--- src/rtl/pw_lock_pkg.sv ---
// Shared state encoding and default parameter values for the password lock.
`timescale 1ns/1ps
package pw_lock_pkg;

  localparam int DEF_DIGITS         = 4;
  localparam int DEF_DIGIT_W        = 4;
  localparam int DEF_MAX_FAILS      = 3;
  localparam int DEF_LOCKOUT_CYCLES = 16;

  typedef enum logic [1:0] {
    ST_LOCKED   = 2'd0,
    ST_UNLOCKED = 2'd1,
    ST_SET_NEW  = 2'd2,
    ST_LOCKOUT  = 2'd3
  } lock_state_e;

endpackage

--- src/rtl/edge_pulse.sv ---
// Rising-edge detector: one-cycle pulse on the first cycle a level input is seen high.
`timescale 1ns/1ps
module edge_pulse (
  input  logic clk,
  input  logic reset,
  input  logic level,
  output logic pulse
);

  logic prev;

  always_ff @(posedge clk) begin
    if (!reset) prev <= 1'b0;
    else        prev <= level;
  end

  assign pulse = level & ~prev;

endmodule

--- src/rtl/param_password_lock.sv ---
// Parameterised digit-entry password lock with change mode and timed lockout.
// state       | meaning
// ST_LOCKED   | collecting digits, compare on the last one
// ST_UNLOCKED | open; change -> set new password, set -> relock
// ST_SET_NEW  | collecting the new password, set commits, change aborts
// ST_LOCKOUT  | too many failures; all inputs ignored until timer expires
`timescale 1ns/1ps
module param_password_lock
  import pw_lock_pkg::*;
#(
  parameter int DIGITS         = DEF_DIGITS,
  parameter int DIGIT_W        = DEF_DIGIT_W,
  parameter logic [DIGITS*DIGIT_W-1:0] DEFAULT_PW = '1,
  parameter int MAX_FAILS      = DEF_MAX_FAILS,
  parameter int LOCKOUT_CYCLES = DEF_LOCKOUT_CYCLES
) (
  input  logic                              clk,
  input  logic                              reset,
  input  logic [DIGIT_W-1:0]                hex_in,
  input  logic                              enter,
  input  logic                              set,
  input  logic                              change,
  output logic [DIGITS*DIGIT_W-1:0]         current_password,
  output logic [1:0]                        state,
  output logic                              local_reset,
  output logic [$clog2(MAX_FAILS+1)-1:0]    fail_count,
  output logic [$clog2(DIGITS+1)-1:0]       digit_count
);

  localparam int PW_W   = DIGITS * DIGIT_W;
  localparam int FAIL_W = $clog2(MAX_FAILS + 1);
  localparam int CNT_W  = $clog2(DIGITS + 1);
  localparam int TMR_W  = $clog2(LOCKOUT_CYCLES + 1);

  logic ent, st, chg;

  edge_pulse u_enter  (.clk(clk), .reset(reset), .level(enter),  .pulse(ent));
  edge_pulse u_set    (.clk(clk), .reset(reset), .level(set),    .pulse(st));
  edge_pulse u_change (.clk(clk), .reset(reset), .level(change), .pulse(chg));

  lock_state_e          state_q, state_d;
  logic [PW_W-1:0]      buf_q, buf_d, pw_q, pw_d, buf_shift;
  logic [CNT_W-1:0]     cnt_q, cnt_d;
  logic [FAIL_W-1:0]    fail_q, fail_d;
  logic [TMR_W-1:0]     tmr_q, tmr_d;
  logic                 lr_q, clear;

  assign buf_shift = (buf_q << DIGIT_W) | PW_W'(hex_in);

  always_comb begin
    state_d = state_q;
    buf_d   = buf_q;
    cnt_d   = cnt_q;
    fail_d  = fail_q;
    tmr_d   = tmr_q;
    pw_d    = pw_q;
    clear   = 1'b0;
    case (state_q)
      ST_LOCKOUT: begin
        if (tmr_q <= TMR_W'(1)) begin
          state_d = ST_LOCKED;
          tmr_d   = '0;
          fail_d  = '0;
          clear   = 1'b1;
        end else begin
          tmr_d = tmr_q - 1'b1;
        end
      end
      ST_UNLOCKED: begin
        if (chg) begin
          state_d = ST_SET_NEW;
          clear   = 1'b1;
        end else if (st) begin
          state_d = ST_LOCKED;
          clear   = 1'b1;
        end
      end
      ST_SET_NEW: begin
        if (chg) begin
          state_d = ST_UNLOCKED;
          clear   = 1'b1;
        end else if (st) begin
          // A partial password is not committed; the buffer is kept as-is.
          if (cnt_q == CNT_W'(DIGITS)) begin
            pw_d    = buf_q;
            state_d = ST_LOCKED;
            clear   = 1'b1;
          end
        end else if (ent && (cnt_q < CNT_W'(DIGITS))) begin
          buf_d = buf_shift;
          cnt_d = cnt_q + 1'b1;
        end
      end
      default: begin
        // change/set have no effect here but still outrank enter.
        if (ent && !chg && !st) begin
          if (cnt_q == CNT_W'(DIGITS - 1)) begin
            clear = 1'b1;
            if (buf_shift == pw_q) begin
              state_d = ST_UNLOCKED;
              fail_d  = '0;
            end else if (fail_q >= FAIL_W'(MAX_FAILS - 1)) begin
              state_d = ST_LOCKOUT;
              fail_d  = FAIL_W'(MAX_FAILS);
              tmr_d   = TMR_W'(LOCKOUT_CYCLES);
            end else begin
              fail_d = fail_q + 1'b1;
            end
          end else begin
            buf_d = buf_shift;
            cnt_d = cnt_q + 1'b1;
          end
        end
      end
    endcase
    if (clear) begin
      buf_d = '0;
      cnt_d = '0;
    end
  end

  always_ff @(posedge clk) begin
    if (!reset) begin
      state_q <= ST_LOCKED;
      buf_q   <= '0;
      cnt_q   <= '0;
      fail_q  <= '0;
      tmr_q   <= '0;
      pw_q    <= DEFAULT_PW;
      lr_q    <= 1'b1;
    end else begin
      state_q <= state_d;
      buf_q   <= buf_d;
      cnt_q   <= cnt_d;
      fail_q  <= fail_d;
      tmr_q   <= tmr_d;
      pw_q    <= pw_d;
      lr_q    <= clear;
    end
  end

  assign current_password = pw_q;
  assign state            = state_q;
  assign local_reset      = lr_q;
  assign fail_count       = fail_q;
  assign digit_count      = cnt_q;

endmodule

--- config.mk ---
export PLATFORM = sky130hd
export DESIGN_NAME = param_password_lock
export DESIGN_NICKNAME = d
export VERILOG_FILES = /design/src/rtl/pw_lock_pkg.sv /design/src/rtl/edge_pulse.sv /design/src/rtl/param_password_lock.sv
export SDC_FILE = /design/constraint.sdc
export NUM_CORES = 1
export LEC_CHECK = 0
export ABC_CLOCK_PERIOD_IN_PS = 2200
export CAP_MARGIN = 20
export CORE_ASPECT_RATIO = 1.5
export CORE_MARGIN = 1
export CORE_UTILIZATION = 54
export CTS_CLUSTER_DIAMETER = 200
export DETAILED_ROUTE_END_ITERATION = 10
export PLACE_DENSITY = 0.79
export SLEW_MARGIN = 20
export SYNTH_ARGS = -nofsm -noshare
export SYNTH_HDL_FRONTEND = slang
export SYNTH_SLANG_ARGS = --single-unit
--- constraint.sdc ---
create_clock -name clk -period 2.2 [get_ports clk]
set_input_delay 0.44 -clock clk [delete_from_list [all_inputs] [get_ports clk]]
set_output_delay 0.44 -clock clk [all_outputs]
set_load 0.005 [all_outputs]
==> summary.md, run 1 <==
| Metric | Value |
|---|---|
| Status | `finished clean` |
| GRT Util Overall | `between 20% and 30%` |
| Critical path startpoint category | `flip-flop` |
| Clk Latency, worst-skew pair | `~300 ps` |
| Combinational share of power | `7.0%` |
| Crit path to | `tmr_q[3]$_SDFFE_PN0P_` |
| WHS | `483 ps` |
| CTS max path bufs | `2` |
| Final nets | `311` |
| Count leader, synth | `dfxtp_1` |
| Antenna violations before repair | `0` |
| Setup violators final | `0` |
| Largest stage delay, worst path | `530 ps` |
| Clk_skew | `5.29 ps` |
| CTS Buf Count | `5` |
| Sequential fraction of the synthesis area | `41.4%` |
| Worst setup margin | `300 ps` |
| Area delta synth->final | `21.9%` |
| Fraction of layout cells with a size suffix above 1 | `8.50%` |
| Clock network power share | `35.3%` |
| Worst-path maximum fanout | `14` |
| H-Tree Depth | `2` |
| Final Max Slew Viols | `0` |
| Psw | `~0.35 mW` |
| Met3 WL | `171 µm` |
| Max IR drop VDD | `between 0.0004 and 0.0005 V` |
| Post-synth EDFFs | `0` |
| Sink Count | `48` |
| Post-synthesis sequential element count | `48` |
| Sw Ratio | `between 20% and 30%` |
| CP startpoint | `state[1]$_SDFFE_PN0P_` |
| Slowest CP cell | `ha_1` |
| Cell variety after synth | `49` |
| Hold-fix buffers at CTS | `0` |
| CTS tree | `built` |
| Crit path time final | `1900 ps` |
| Synth top area cells | `dfxtp_1, mux2i_1, nand2_1, xnor2_1, ha_1` |
| Grt total ovfl | `0` |
| WS Path Type | `reg -> reg` |
| Vias in the first global route | `approximately 1800` |
| Mean area per synthesized cell | `around 9 µm²` |
| Max transition margin | `~65%` |
| Sequential Area | `961 µm²` |
| Fillers | `337` |
| Critical Path AT | `2140 ps` |
| Met2 WL | `2.67 mm` |
| R2r endpoint | `tmr_q[3]$_SDFFE_PN0P_` |
| HP Class | `reg -> reg` |
| Reg power frac | `57.7%` |
| Pin count of the biggest net entering global routing | `21` |
| DRT met1 WL | `1.97 mm` |
| Routed WL per cell | `14.5 µm` |
| Net Count, Synth | `276` |
| Starting Density | `57.7%` |
| Core Rows | `28` |
| Pre-CTS setup slack | `around 49 ps` |
| Core area | `~0.0040 mm²` |
| Flop2flop setup slack | `approximately 300 ps` |
| Synth Instances | `258` |
| R2R Path Start | `state[1]$_SDFFE_PN0P_` |
| Post-synth ARST share | `0%` |
| Critical-path cell list | `ha_1 > nor2b_1 > nand3_1 > o31a_1 > o21ai_1` |
| Root Buffer | `clkbuf_8` |
| Cells on worst reg2reg path | `5` |
| Post-CTS Resized | `0` |
| Top Layer Used | `met4` |
| Port Buffers | `32` |
| Critical path required time | `about 2400 ps` |
| Via count | `1883` |
| RePlAce Congestion | `0.850` |
| Drt pass-1 iters | `6` |
| ANT nets after route | `0` |
| First-pass GRT wire length | `8.05 mm` |
| Final Hold Fails | `0` |
| 1st-iter DRT viols | `33` |
| Worst Setup End Kind | `flip-flop` |
| Chip Height | `82.3 µm` |
| Placed cells | `331` |
| Setup TNS | `0 ps` |
| DR vias/cell | `5.55` |
| Period utilisation layout | `86.4%` |
| Finished Layout Cells | `339` |
| Post-synth top area cell | `dfxtp_1` |
| Max-cap violations | `0` |
| Pwr/cell area | `between 500 and 600 mW/mm²` |
| Die area | `0.00457 mm²` |
| # IOs | `33` |
| Pint | `between 1 and 1.5 mW` |
| RSZ-0062 raised after global routing | `no` |
| Leakage | `roughly 1.2 nW` |
| Slew @ Worst Pin | `roughly 520 ps` |
| Area taken by multi-input logic gates | `between 0.001 and 0.0015 mm²` |
| Syn. warnings | `0` |
| HPWL Detailed | `3.63 mm` |
| Synth cell count leaders | `dfxtp_1, nand2_1, nor2_1` |
| Drt total wl | `4.93 mm` |
| Worst-path clk slew | `90 ps` |
| DRC | `0` |
| Yosys top cell area share | `about two fifths` |
| Number of setup buffers added after CTS | `0` |
| Top_reg_cell synth | `dfxtp_1` |
| Hold Path Cell Cnt | `2` |
| Die extent in x | `55.6 µm` |
| # diodes | `0` |
| FMAX | `526 MHz` |
| Area of the mapped netlist | `0.00232 mm²` |
## sequential cells by signal, summed over array words and instances (netlist names)
register / flops
digit_count: 3
current_password: 16
u_change.prev: 1
state: 2
tmr_q: 5
local_reset: 1
u_set.prev: 1
fail_count: 2
u_enter.prev: 1
buf_q: 16
## per-stage QoR
| stage | utilization (%) | power, mW | cell area [µm²] |
|---|---|---|---|
| after floorplan | - | 0.969 | 2320 |
| after global placement | 68.0 | 1.02 | 2740 |
| after detailed placement | 68.0 | 1.02 | 2740 |
| after CTS | 70.3 | 1.56 | 2830 |
| after global routing | 70.3 | 1.59 | 2830 |
| final | 70.3 | 1.54 | 2830 |
## how the worst min path moves through the flow
stage | to | start | slack [ps]
4_1_cts | current_password[13]$_SDFFE_PN1P_ | buf_q[13]$_SDFFE_PP0P_ | 490
3_5_place_dp | current_password[15]$_SDFFE_PN1P_ | buf_q[15]$_SDFFE_PP0P_ | 460
3_3_place_gp | current_password[13]$_SDFFE_PN1P_ | buf_q[13]$_SDFFE_PP0P_ | 450
5_1_grt | current_password[14]$_SDFFE_PN1P_ | buf_q[14]$_SDFFE_PP0P_ | 510
6_report | current_password[13]$_SDFFE_PN1P_ | buf_q[13]$_SDFFE_PP0P_ | 480
2_1_floorplan | current_password[12]$_SDFFE_PN1P_ | buf_q[12]$_SDFFE_PP0P_ | 440
## cells by family (layout without fill, tap and decap cells)
logic type      count (synthesis)  after routing  synth area share (%)
simple gates                  115            115                  25.7
flops                          48             48                  41.4
compound gates                 29             29                  9.59
buf+inv                        21             57                  3.88
mux                            19             19                  8.24
xor+xnor                       17             17                  6.41
fa+ha+maj                       9              9                  4.85
## layout by cell type, fill, tap and decap left out, types with 3 or more instances in the layout
cell type,count
mux2i_1,18
dfxtp_1,48
buf_4,6
nor2b_1,3
o22ai_1,3
nor2_1,20
ha_1,9
o21ai_0,3
and2_1,4
nand4b_1,3
a21oi_1,4
xnor2_1,17
o21ai_1,3
nand2_1,42
inv_1,9
clkdlybuf4s50_1,32
clkbuf_8,6
nand4_1,5
nand2b_1,4
nand3_1,19
## power by group through the flow
stage	Combinational, mW	Clock (mW)	Sequential, mW
floorplan	0.0613	0	0.908
global placement	0.106	0	0.909
detailed placement	0.107	0	0.910
CTS	0.108	0.566	0.889
global route	0.116	0.587	0.891
finish	0.107	0.545	0.889
## final cells by class
type | count | share of cell area (%)
clock inverter | 1 | 0.265
clock buffer | 7 | 3.05
tap | 45 | 1.99
timing repair buffer | 40 | 14.3
multi-input combinational | 189 | 45.2
sequential | 48 | 33.9
inverter | 9 | 1.19
## worst max-delay path: cells and delay by family (launching register included)
kind / cells / cell delay, ps
AOI/OAI and AO/OA: 2 / 350
adders and majority gates: 1 / 530
and+or+nand+nor: 2 / 540
DFF: 1 / 430
## per-layer routing
layer | global-route usage (%) | vias up
li1 | - | 951
met1 | 22.8 | 885
met5 | 0 | -
met3 | 3.89 | 12
met4 | 11.0 | 0
met2 | 44.0 | 35
Note: power is estimated with default switching activity, not from simulation.
==> inputs of run 2 (changes only) <==
- CAP_MARGIN: 20 -> unset
- SKIP_CTS_REPAIR_TIMING: unset -> 1
- SLEW_MARGIN: 20 -> 40
==> results of run 2 <==
No change in the layout: final DEF, timing and power equal those of run 1.
==> inputs of run 3 (changes only) <==
- ABC_CLOCK_PERIOD_IN_PS: 2200 -> 2400
- CORE_UTILIZATION: 54 -> 58
- PLACE_DENSITY: 0.79 -> 0.84
- clock period: 2.2 -> 2.4 ns (I/O delays scaled with it)
==> run 3 against run 2 <==
  * Flip-flop and latch count did not move
  * Wire length rose by 1.1%
  * Final cell count fell by 1.2%
  * Clock-buffer cell count fell by 1
  * Clock power rose by 4.2%
  * Global-route usage rose by 4.5 points
  * Critical path type unchanged
  * Critical endpoint is now tmr_q[4]$_SDFFE_PN0P_
  * Largest cell class unchanged
==> summary.md, run 3 (same netlist as run 1, synthesis figures left out) <==
| Metric | Value |
|---|---|
| Placed cells | `roughly 330` |
| Chip Height | `79.5 µm` |
| Core Rows | `27` |
| Vias in the first global route | `1861` |
| Sink Count | `48` |
| Flop2flop setup slack | `420 ps` |
| R2R Path Start | `state[0]$_SDFFE_PN0P_` |
| CTS tree | `built` |
| Hold Crit Endpoint | `current_password[14]$_SDFFE_PN1P_` |
| Hold Path Cell Cnt | `2` |
| Leakage | `1.17 nW` |
| First-pass GRT wire length | `8.45 mm` |
| Cells on worst reg2reg path | `6` |
| Grt total ovfl | `0` |
| Setup TNS | `0 ps` |
| Pwr/cell area | `524 mW/mm²` |
| Critical Path AT | `2170 ps` |
| Routed WL per cell | `14.9 µm` |
| Worst-path clk slew | `80 ps` |
| Die extent in x | `~54 µm` |
| Max-cap violations | `0` |
| Fraction of layout cells with a size suffix above 1 | `just under 8%` |
| Root Buffer | `clkbuf_8` |
| Drt pass-1 iters | `4` |
| Hold Startpoint | `buf_q[14]$_SDFFE_PP0P_` |
| Final Max Slew Viols | `0` |
| Largest stage delay, worst path | `530 ps` |
| WHS | `479 ps` |
| Status | `finished clean` |
| Pin count of the biggest net entering global routing | `21` |
| R2r endpoint | `tmr_q[4]$_SDFFE_PN0P_` |
| Clk_skew | `around 2.9 ps` |
| # IOs | `33` |
| Top delay family on crit path | `adder cells` |
| WS Path Type | `reg -> reg` |
| Slew @ Worst Pin | `519 ps` |
| Critical path startpoint category | `flip-flop` |
| Area delta synth->final | `21.7%` |
| Die area | `0.00427 mm²` |
| CP Buf/Inv Count | `0` |
| Final nets | `309` |
| GRT Util Overall | `a little over a quarter` |
| Max transition margin | `around two thirds` |
| Starting Density | `62.0%` |
| DRC | `0` |
| CTS Buf Count | `5` |
| CTS max path bufs | `2` |
| Drt total wl | `4.98 mm` |
| Final Hold Fails | `0` |
| Via count | `approximately 1900` |
| Clk Latency, worst-skew pair | `300 ps` |
| Fillers | `approximately 280` |
| Core area | `0.00375 mm²` |
| Critical-path cell list | `ha_1 > nor2b_1 > nand2_1 > a2bb2oi_1 > o21ai_0 > o311a_1` |
| Finished Layout Cells | `between 300 and 400` |
| FMAX | `approximately 510 MHz` |
| Critical path required time | `2590 ps` |
| Sequential Area | `961 µm²` |
| HPWL Detailed | `3.57 mm` |
| Max IR drop VDD | `0.000667 V` |
| DR vias/cell | `5.66` |
| Setup violators final | `0` |
| Area taken by multi-input logic gates | `0.00128 mm²` |
| Commonest non-fill, non-tap cell in the layout | `dfxtp_1` |
| Commonest cells after routing, fill and taps aside | `dfxtp_1, nand2_1, clkdlybuf4s50_1, nor2_1, nand3_1` |
| # diodes | `0` |
| Worst Setup End Kind | `flip-flop` |
| Period utilisation layout | `between 80% and 90%` |
| Slowest CP cell | `ha_1` |
| HP Class | `reg -> reg` |
| Crit path time final | `a little under 2000 ps` |
| RePlAce Congestion | `0.825` |
| RSZ-0062 raised after global routing | `no` |
| Port Buffers | `32` |
| 1st-iter DRT viols | `38` |
| ANT nets after route | `0` |
| Worst-path maximum fanout | `14` |
| H-Tree Depth | `2` |
| Antenna violations before repair | `0` |
[run 3: cell type report]
type	instances	share of cell area, %
clock buffers	6	2.57
clock inverters	2	1.24
inverters	9	1.19
multi-input cells	189	45.3
flip-flops and latches	48	34.0
well taps	43	1.90
repair buffers	38	13.8
[run 3: routing by layer]
| layer | part of all wire, % | wire length [µm] | global-route usage (%) | up-vias |
|---|---|---|---|---|
| li1 | - | - | - | 950 |
| met1 | 40 | 2000 | 28.2 | 903 |
| met2 | 55 | 2720 | 48.8 | 32 |
| met3 | 2.9 | 144 | 5.90 | 12 |
| met4 | 2.3 | 115 | 11.1 | 0 |
| met5 | 0 | 0 | 0 | - |
[run 3: power by group]
part | switching, mW | internal, mW
registers | 0.00974 | 0.806
clock network | 0.259 | 0.309
logic | 0.0461 | 0.0508
total | 0.315 | 1.17
[run 3: worst max-delay path by stage]
stage,startpoint,end,slack (ps),depth (start not counted)
6_report,state[0]$_SDFFE_PN0P_,tmr_q[4]$_SDFFE_PN0P_,420,6
5_1_grt,state[1]$_SDFFE_PN0P_,tmr_q[4]$_SDFFE_PN0P_,170,6
4_1_cts,state[0]$_SDFFE_PN0P_,tmr_q[4]$_SDFFE_PN0P_,430,6
3_5_place_dp,set,state[0]$_SDFFE_PN0P_,190,6
3_3_place_gp,hex_in[2],state[0]$_SDFFE_PN0P_,210,6
2_1_floorplan,digit_count[0]$_SDFFE_PP0P_,tmr_q[4]$_SDFFE_PN0P_,670,6
[run 3: worst register-to-register path: cells and delay by family (launching register included)]
family,cells,cell delay (ps)
AO/OA/AOI/OAI,3,410
adder cells (fa/ha/maj),1,530
flip-flops,1,450
AND/OR/NAND/NOR,2,470
[run 3: per-stage QoR]
step | power, mW | setup slack, ps | cell area [µm²] | util [%]
2_1_floorplan | 0.888 | 665 | 2320 | -
3_3_place_gp | 0.929 | 212 | 2720 | 72.5
3_5_place_dp | 0.932 | 186 | 2720 | 72.5
4_1_cts | 1.50 | 429 | 2830 | 75.4
5_1_grt | 1.54 | 167 | 2830 | 75.4
6_report | 1.48 | 421 | 2830 | 75.4
